[src/rtl/mem_port_arbiter_pkg.sv]
// Shared types for the fetch/data memory port arbiter.
// Holds the arbiter state encoding, grant encoding and default widths.
package mem_port_arbiter_pkg;

    localparam int DEF_ADDR_W = 32;
    localparam int DEF_DATA_W = 32;

    typedef enum logic [1:0] {
        IDLE   = 2'd0,
        I_WAIT = 2'd1,
        D_WAIT = 2'd2,
        I_DROP = 2'd3
    } arb_state_t;

    typedef enum logic [1:0] {
        GNT_NONE = 2'd0,
        GNT_I    = 2'd1,
        GNT_D    = 2'd2
    } grant_t;

endpackage

[src/rtl/mem_port_arbiter_perf_counters.sv]
// Fetch-stall and data-request event counters for the memory port arbiter.
// Only instantiated when MEM_ARB_PERF_EN is defined.
module mem_arb_perf_counters
    import mem_port_arbiter_pkg::*;
(
    input  logic        clk,
    input  logic        rst,
    input  logic        fetch_stall,
    input  logic        data_accept,
    output logic [31:0] perf_fetch_stall_cnt,
    output logic [31:0] perf_data_cnt
);

    always_ff @(posedge clk) begin
        if (rst) begin
            perf_fetch_stall_cnt <= '0;
            perf_data_cnt        <= '0;
        end else begin
            if (fetch_stall)
                perf_fetch_stall_cnt <= perf_fetch_stall_cnt + 32'd1;
            if (data_accept)
                perf_data_cnt <= perf_data_cnt + 32'd1;
        end
    end

endmodule

[src/rtl/mem_port_arbiter.sv]
// Single-port memory arbiter between fetch and load/store requesters.
// Optional perf counters are enabled with MEM_ARB_PERF_EN.
module mem_port_arbiter
    import mem_port_arbiter_pkg::*;
#(
    parameter int ADDR_W = DEF_ADDR_W,
    parameter int DATA_W = DEF_DATA_W,
    parameter int MASK_W = DATA_W / 8
) (
    input  logic              clk,
    input  logic              rst,
    input  logic              i_req_valid,
    output logic              i_req_ready,
    input  logic [ADDR_W-1:0] i_addr,
    output logic              i_resp_valid,
    output logic [DATA_W-1:0] i_rdata,
    input  logic              d_req_valid,
    output logic              d_req_ready,
    input  logic [ADDR_W-1:0] d_addr,
    input  logic [DATA_W-1:0] d_wdata,
    input  logic [MASK_W-1:0] d_wmask,
    output logic              d_resp_valid,
    output logic [DATA_W-1:0] d_rdata,
    input  logic              flush,
    output logic              mem_req_valid,
    input  logic              mem_req_ready,
    output logic [ADDR_W-1:0] mem_addr,
    output logic [DATA_W-1:0] mem_wdata,
    output logic [MASK_W-1:0] mem_wmask,
    input  logic              mem_resp_valid,
    input  logic [DATA_W-1:0] mem_rdata
`ifdef MEM_ARB_PERF_EN
    ,
    output logic [31:0]       perf_fetch_stall_cnt,
    output logic [31:0]       perf_data_cnt
`endif
);

    arb_state_t state;
    arb_state_t state_d;
    grant_t     grant;
    logic       free;

    always_ff @(posedge clk) begin
        if (rst)
            state <= IDLE;
        else
            state <= state_d;
    end

    // A response in any wait state retires the transaction and frees
    // the slot in the same cycle, so the next request issues back-to-back.
    always_comb begin
        free  = (state == IDLE) || mem_resp_valid;
        grant = GNT_NONE;
        if (!rst && free) begin
            if (d_req_valid)
                grant = GNT_D;
            else if (i_req_valid && !flush)
                grant = GNT_I;
        end
    end

    always_comb begin
        mem_req_valid = (grant != GNT_NONE);
        mem_addr      = i_addr;
        mem_wdata     = '0;
        mem_wmask     = '0;
        if (grant == GNT_D) begin
            mem_addr  = d_addr;
            mem_wdata = d_wdata;
            mem_wmask = d_wmask;
        end
        d_req_ready = (grant == GNT_D) && mem_req_ready;
        i_req_ready = (grant == GNT_I) && mem_req_ready;
    end

    always_comb begin
        state_d = state;
        if (free) begin
            state_d = IDLE;
            if (mem_req_ready) begin
                case (grant)
                    GNT_D:   state_d = D_WAIT;
                    GNT_I:   state_d = I_WAIT;
                    default: state_d = IDLE;
                endcase
            end
        end else if (state == I_WAIT && flush) begin
            state_d = I_DROP;
        end
    end

    // A data access is older than any redirect, so flush never kills it.
    always_comb begin
        i_resp_valid = !rst && (state == I_WAIT) && mem_resp_valid && !flush;
        d_resp_valid = !rst && (state == D_WAIT) && mem_resp_valid;
        i_rdata      = mem_rdata;
        d_rdata      = mem_rdata;
    end

`ifdef MEM_ARB_PERF_EN
    mem_arb_perf_counters u_perf (
        .clk                  (clk),
        .rst                  (rst),
        .fetch_stall          (i_req_valid && !i_req_ready && !flush),
        .data_accept          (d_req_valid && d_req_ready),
        .perf_fetch_stall_cnt (perf_fetch_stall_cnt),
        .perf_data_cnt        (perf_data_cnt)
    );
`endif

endmodule
[config.mk]
export PLATFORM = sky130hd
export DESIGN_NAME = mem_port_arbiter
export DESIGN_NICKNAME = d
export VERILOG_FILES = /design/src/rtl/mem_port_arbiter_pkg.sv /design/src/rtl/mem_port_arbiter_perf_counters.sv /design/src/rtl/mem_port_arbiter.sv
export SDC_FILE = /design/constraint.sdc
export NUM_CORES = 1
export LEC_CHECK = 0
export BUFFER_PORTS_ARGS = -buffer_cell sky130_fd_sc_hd__buf_2
export CAP_MARGIN = 15
export CELL_PAD_IN_SITES_DETAIL_PLACEMENT = 1
export CELL_PAD_IN_SITES_GLOBAL_PLACEMENT = 1
export CORE_MARGIN = 5
export CORE_UTILIZATION = 14
export DETAILED_ROUTE_END_ITERATION = 7
export PLACE_DENSITY = 0.78
export SKIP_CTS_REPAIR_TIMING = 1
export SYNTH_ARGS = -nofsm -noshare
export SYNTH_HDL_FRONTEND = slang
export SYNTH_SLANG_ARGS = --single-unit
[constraint.sdc]
create_clock -name clk -period 1.24 [get_ports clk]
set_input_delay 0.124 -clock clk [delete_from_list [all_inputs] [get_ports clk]]
set_output_delay 0.124 -clock clk [all_outputs]
set_load 0.05 [all_outputs]
* Word-level counts from Yosys, hierarchy flattened *
Index checks and enable logic that the tools add are counted.

storage, ports and cells
  logic and storage cells = 31
  flip-flop bits (word level) = 2
  output and inout bits = 137

cells by class
  equality and inequality tests = 4
  reduce and logical (&&, ||, !) cells = 16
  muxes and demuxes = 10

operators with widths
  cell                                                                   count
  32-bit 2-to-1 mux                                                      2
  1-bit logical AND                                                      10
  2-bit 2-to-1 mux                                                       5
  2-bit by 1-bit equality test with 1-bit output, second input constant  2
  2-bit equality test, second input constant                             2
  4-bit 2-to-1 mux                                                       1
  2-bit one-hot mux with 2 select lines                                  1
  2-bit nonzero test                                                     2
  1-bit zero test                                                        2
  2-bit zero test                                                        1
  1-bit logical OR                                                       1
  1-bit 2-to-1 mux                                                       1

* Logic depth before layout (Yosys ltp) *
  word-level depth = 9
  gate-level depth with buffers = 5
  mapped depth without buffers = 3

* Worst setup path before layout *
OpenSTA, ideal clock, no wires.

  path type = reg2out
  start point = register state[1]
  end point = output i_resp_valid
  data arrival time = 2,119 ps
  stages on the path, launching flop included = 3
  slack = -1,003 ps
  cells stage by stage = dfxtp_1 -> nand2b_1 -> nor4b_1

between the ends
  cells in the longest elaborated chain, start to end = 4

RTL lines
  element                                         line                    source
  start, declared                                 mem_port_arbiter.sv:39  arb_state_t state;
  start signal, assigned                          mem_port_arbiter.sv:48  state <= state_d;
  2-bit by 1-bit equality test with 1-bit output  mem_port_arbiter.sv:96  i_resp_valid = !rst && (state == I_WAIT) && mem_resp_valid && !flush;
  1-bit logical AND (3 in series)                 mem_port_arbiter.sv:96
  end, declared                                   mem_port_arbiter.sv:15  output logic i_resp_valid,

Every way passes these cells.

* Worst setup path after layout *
  start point = register state[0]
  end point = output i_req_ready

between the ends
  cells in the longest elaborated chain, start to end = 6

RTL lines
  element                                         line                    source
  2-bit zero test                                 mem_port_arbiter.sv:54  free = (state == IDLE) || mem_resp_valid;
  1-bit logical OR                                mem_port_arbiter.sv:54
  1-bit logical AND                               mem_port_arbiter.sv:56  if (!rst && free) begin
  2-bit 2-to-1 mux                                mem_port_arbiter.sv:56
  2-bit by 1-bit equality test with 1-bit output  mem_port_arbiter.sv:75  i_req_ready = (grant == GNT_I) && mem_req_ready;
  1-bit logical AND                               mem_port_arbiter.sv:75
  end, declared                                   mem_port_arbiter.sv:13  output logic i_req_ready,

Every way passes these cells.

==> reports/metrics.csv <==
stage,metric,value,unit
routing,wl,6790,microns
worst_hold_path,hold_class,in -> reg,
worst_setup_path,crit_type,reg -> out,
placement,io_buffers,179,
die,fp.dieW,113,microns
sta,finalSetupTns,-24.94,ns
cts,h-tree-depth,1,
yosys,synthCells,164,
yosys,yosys.area.top_type_share,32.2,%
power_and_ir_drop,leakagePower,0.00151,uW
layout,antenna_cells,0,
yosys,synth.avg_cell_area,9.09,sq um
power_and_ir_drop,ir_drop,0.000462,V
sta,hold_viol_final,0,
sta,fmax,604,MHz
layout,fin_nets,428,
die,ios,276,
die,core,10400,sq um
layout,regMostFlops,state,
routing,viasPerCell,3.80,
yosys,synthFlopType,dfxtp_1,
sta,drv_slew,0,
routing,antenna_left,0,
die,die_height,113,microns
placement,place_congestion,0.738,
global_route,grt_max_degree,32,
global_route,grt_pass1_wl,9000,microns
sta,worst_pin_slew,0.307,ns
worst_setup_path,end_kind,primary output,
layout,fin_util,27.9,%
routing,drt_first_pass_iters,4,
cts,clkTransAtPathRegs,0.03,ns
yosys,synth_common_cells,"buf_4 (64), and3_1 (30), mux2_4 (30)",
yosys,yosysMostFrequentCell,buf_4,
die,die-area,12800,sq um
yosys,synth_area_leaders,"buf_4 (32%), mux2_4 (30%), and3_1 (13%)",
layout,reg.largest.list,state: 2 flops,
status,status,"finished, violations left",
yosys,syn_area,1490,sq um
routing,wire_per_inst,16.1,microns
cts,cts_buffer_depth,2,
worst_setup_path,cp_top_family,simple AND/OR/NAND/NOR gates,
worst_setup_path,cp_cell_sequence,"o21bai_4, buf_4, and2b_1, and4b_4, buf_6",
sta,period_share,134,%
sta,slew_headroom,79.5,%
sta,setup_viol,73,
global_route,grt_pass1_vias,1715,
yosys,ys_warn_count,0,
global_route,antenna_found_initial,0,
yosys,ys_seq_area_share,2.69,%
die,initial_core_util,14.4,%
layout,syn_to_final_growth,94.3,%
yosys,yosys.area.top_type,buf_4,
worst_setup_path,cp_max_fo,3,
sta,worst_slack,-0.417,ns
routing,drc,0,
worst_setup_path,worstPathArrival,1.53,ns
die,rows,37,
worst_setup_path,cpMaxStageDelayCell,dfxtp_2,
yosys,synth-async-reset-ratio,0,%
run,drv_cap,0,
yosys,synth_seq_cells,2,
sta,timing.final.crit_period,1.66,ns
placement,dpl.hpwl,5420,microns
routing,route.vias.total,1606,
status,violations,negative setup slack,
routing,drtIter0Drc,19,
cts,cts-buffers-inserted,3,
worst_setup_path,cp_slowest_stage_delay,0.32,ns
layout,drive_gt1_share,96.5,%
layout,largest_reg_flops,2,
cts,cts.sinks,2,
worst_setup_path,worst_ep_required_time,1.12,ns
yosys,synth_edf_count,0,
cts,insertion_delay,0.21,ns
worst_setup_path,startpoint_type,flop,
sta,rsz0062_at_grt,true,
worst_setup_path,path_buf_inv,2,
global_route,overflow,0,
yosys,synth_fp_nets,303,
sta,skew,0.00161,ns
power_and_ir_drop,cellPowerDensity,614,nW/um^2
cts,cts_tree,built,
cts,root_buffer,clkbuf_8,
yosys,synth_cell_types,25,
global_route,grtUsageTotal,8.39,%
==> metrics by stage <==
stage	hold slack, ns	setup WS (ns)	power (uW)	std cells	area [sq um]
6_report	0.238	-0.417	1780	423	2900
5_1_grt	0.248	-0.480	1860	423	2900
4_1_cts	0.242	-0.491	1550	420	2330
3_5_place_dp	0.248	-0.250	1270	417	2290
3_3_place_gp	0.248	-0.214	1250	417	2290
2_1_floorplan	0.186	-0.253	1500	164	1710
==> worst paths after layout <==
check | end | cells past startpoint | slack [ns] | start
setup reg to reg | state[1] | 4 | 0.28 | state[0]
hold reg to reg | state[0] | 3 | 0.65 | state[0]
hold / removal | state[0] | 3 | 0.24 | mem_req_ready
setup / recovery | i_req_ready | 5 | -0.42 | state[0]
==> worst reg2reg max path, stage by stage, from the launching register on <==
cell	delay [ns]
dfxtp_2	0.33
buf_4	0.15
nor2_1	0.05
a2bb2oi_1	0.12
nor3_1	0.20
==> power breakdown <==
group / internal [uW] / leakage (uW) / switching [uW]
Combinational: 655 / 0.00147 / 788
Sequential: 68.3 / 0.0000172 / 3.05
Clock: 206 / 0.0000216 / 57.3
==> cell type report <==
cell class	count	area [sq um]
clock buffers	3	41.3
fillers	1210	7470
multi-input cells	87	1070
well taps	136	170
repair buffers	195	1570
flip-flops and latches	2	42.5
==> kinds of logic (layout without fill, tap and decap cells) <==
family | count (synthesis) | count (layout) | share of synthesized area (%)
compound gates | 4 | 4 | 2.69
simple gates | 51 | 51 | 23.8
flops | 2 | 2 | 2.69
buf+inv | 75 | 198 | 39.1
mux | 32 | 32 | 31.7
==> layout by cell type, fill, tap and decap left out <==
master / count
buf_12: 1
o21bai_4: 1
nor3_1: 2
and3_2: 6
nand2_8: 1
dfxtp_2: 2
buf_16: 1
nor2b_1: 1
clkbuf_16: 1
and2b_1: 1
buf_4: 12
nor4bb_4: 1
buf_8: 11
nor2_1: 1
mux2_4: 30
a21oi_1: 1
o21a_4: 1
mux2_2: 2
nor4b_4: 1
nor2b_4: 1
a2bb2oi_1: 1
clkbuf_8: 3
and4b_4: 1
nand2b_4: 1
nand4b_1: 1
buf_2: 106
buf_6: 63
and3_4: 31
nand2b_1: 2
==> layer usage <==
layer,up-vias,global-route usage (%),share of wire (%)
met5,-,0,0
met4,0,1.52,0.50
met3,4,3.48,11
met2,126,14.3,52
met1,726,10.0,36
li1,750,-,-
Note: power is estimated with default switching activity, not from simulation.
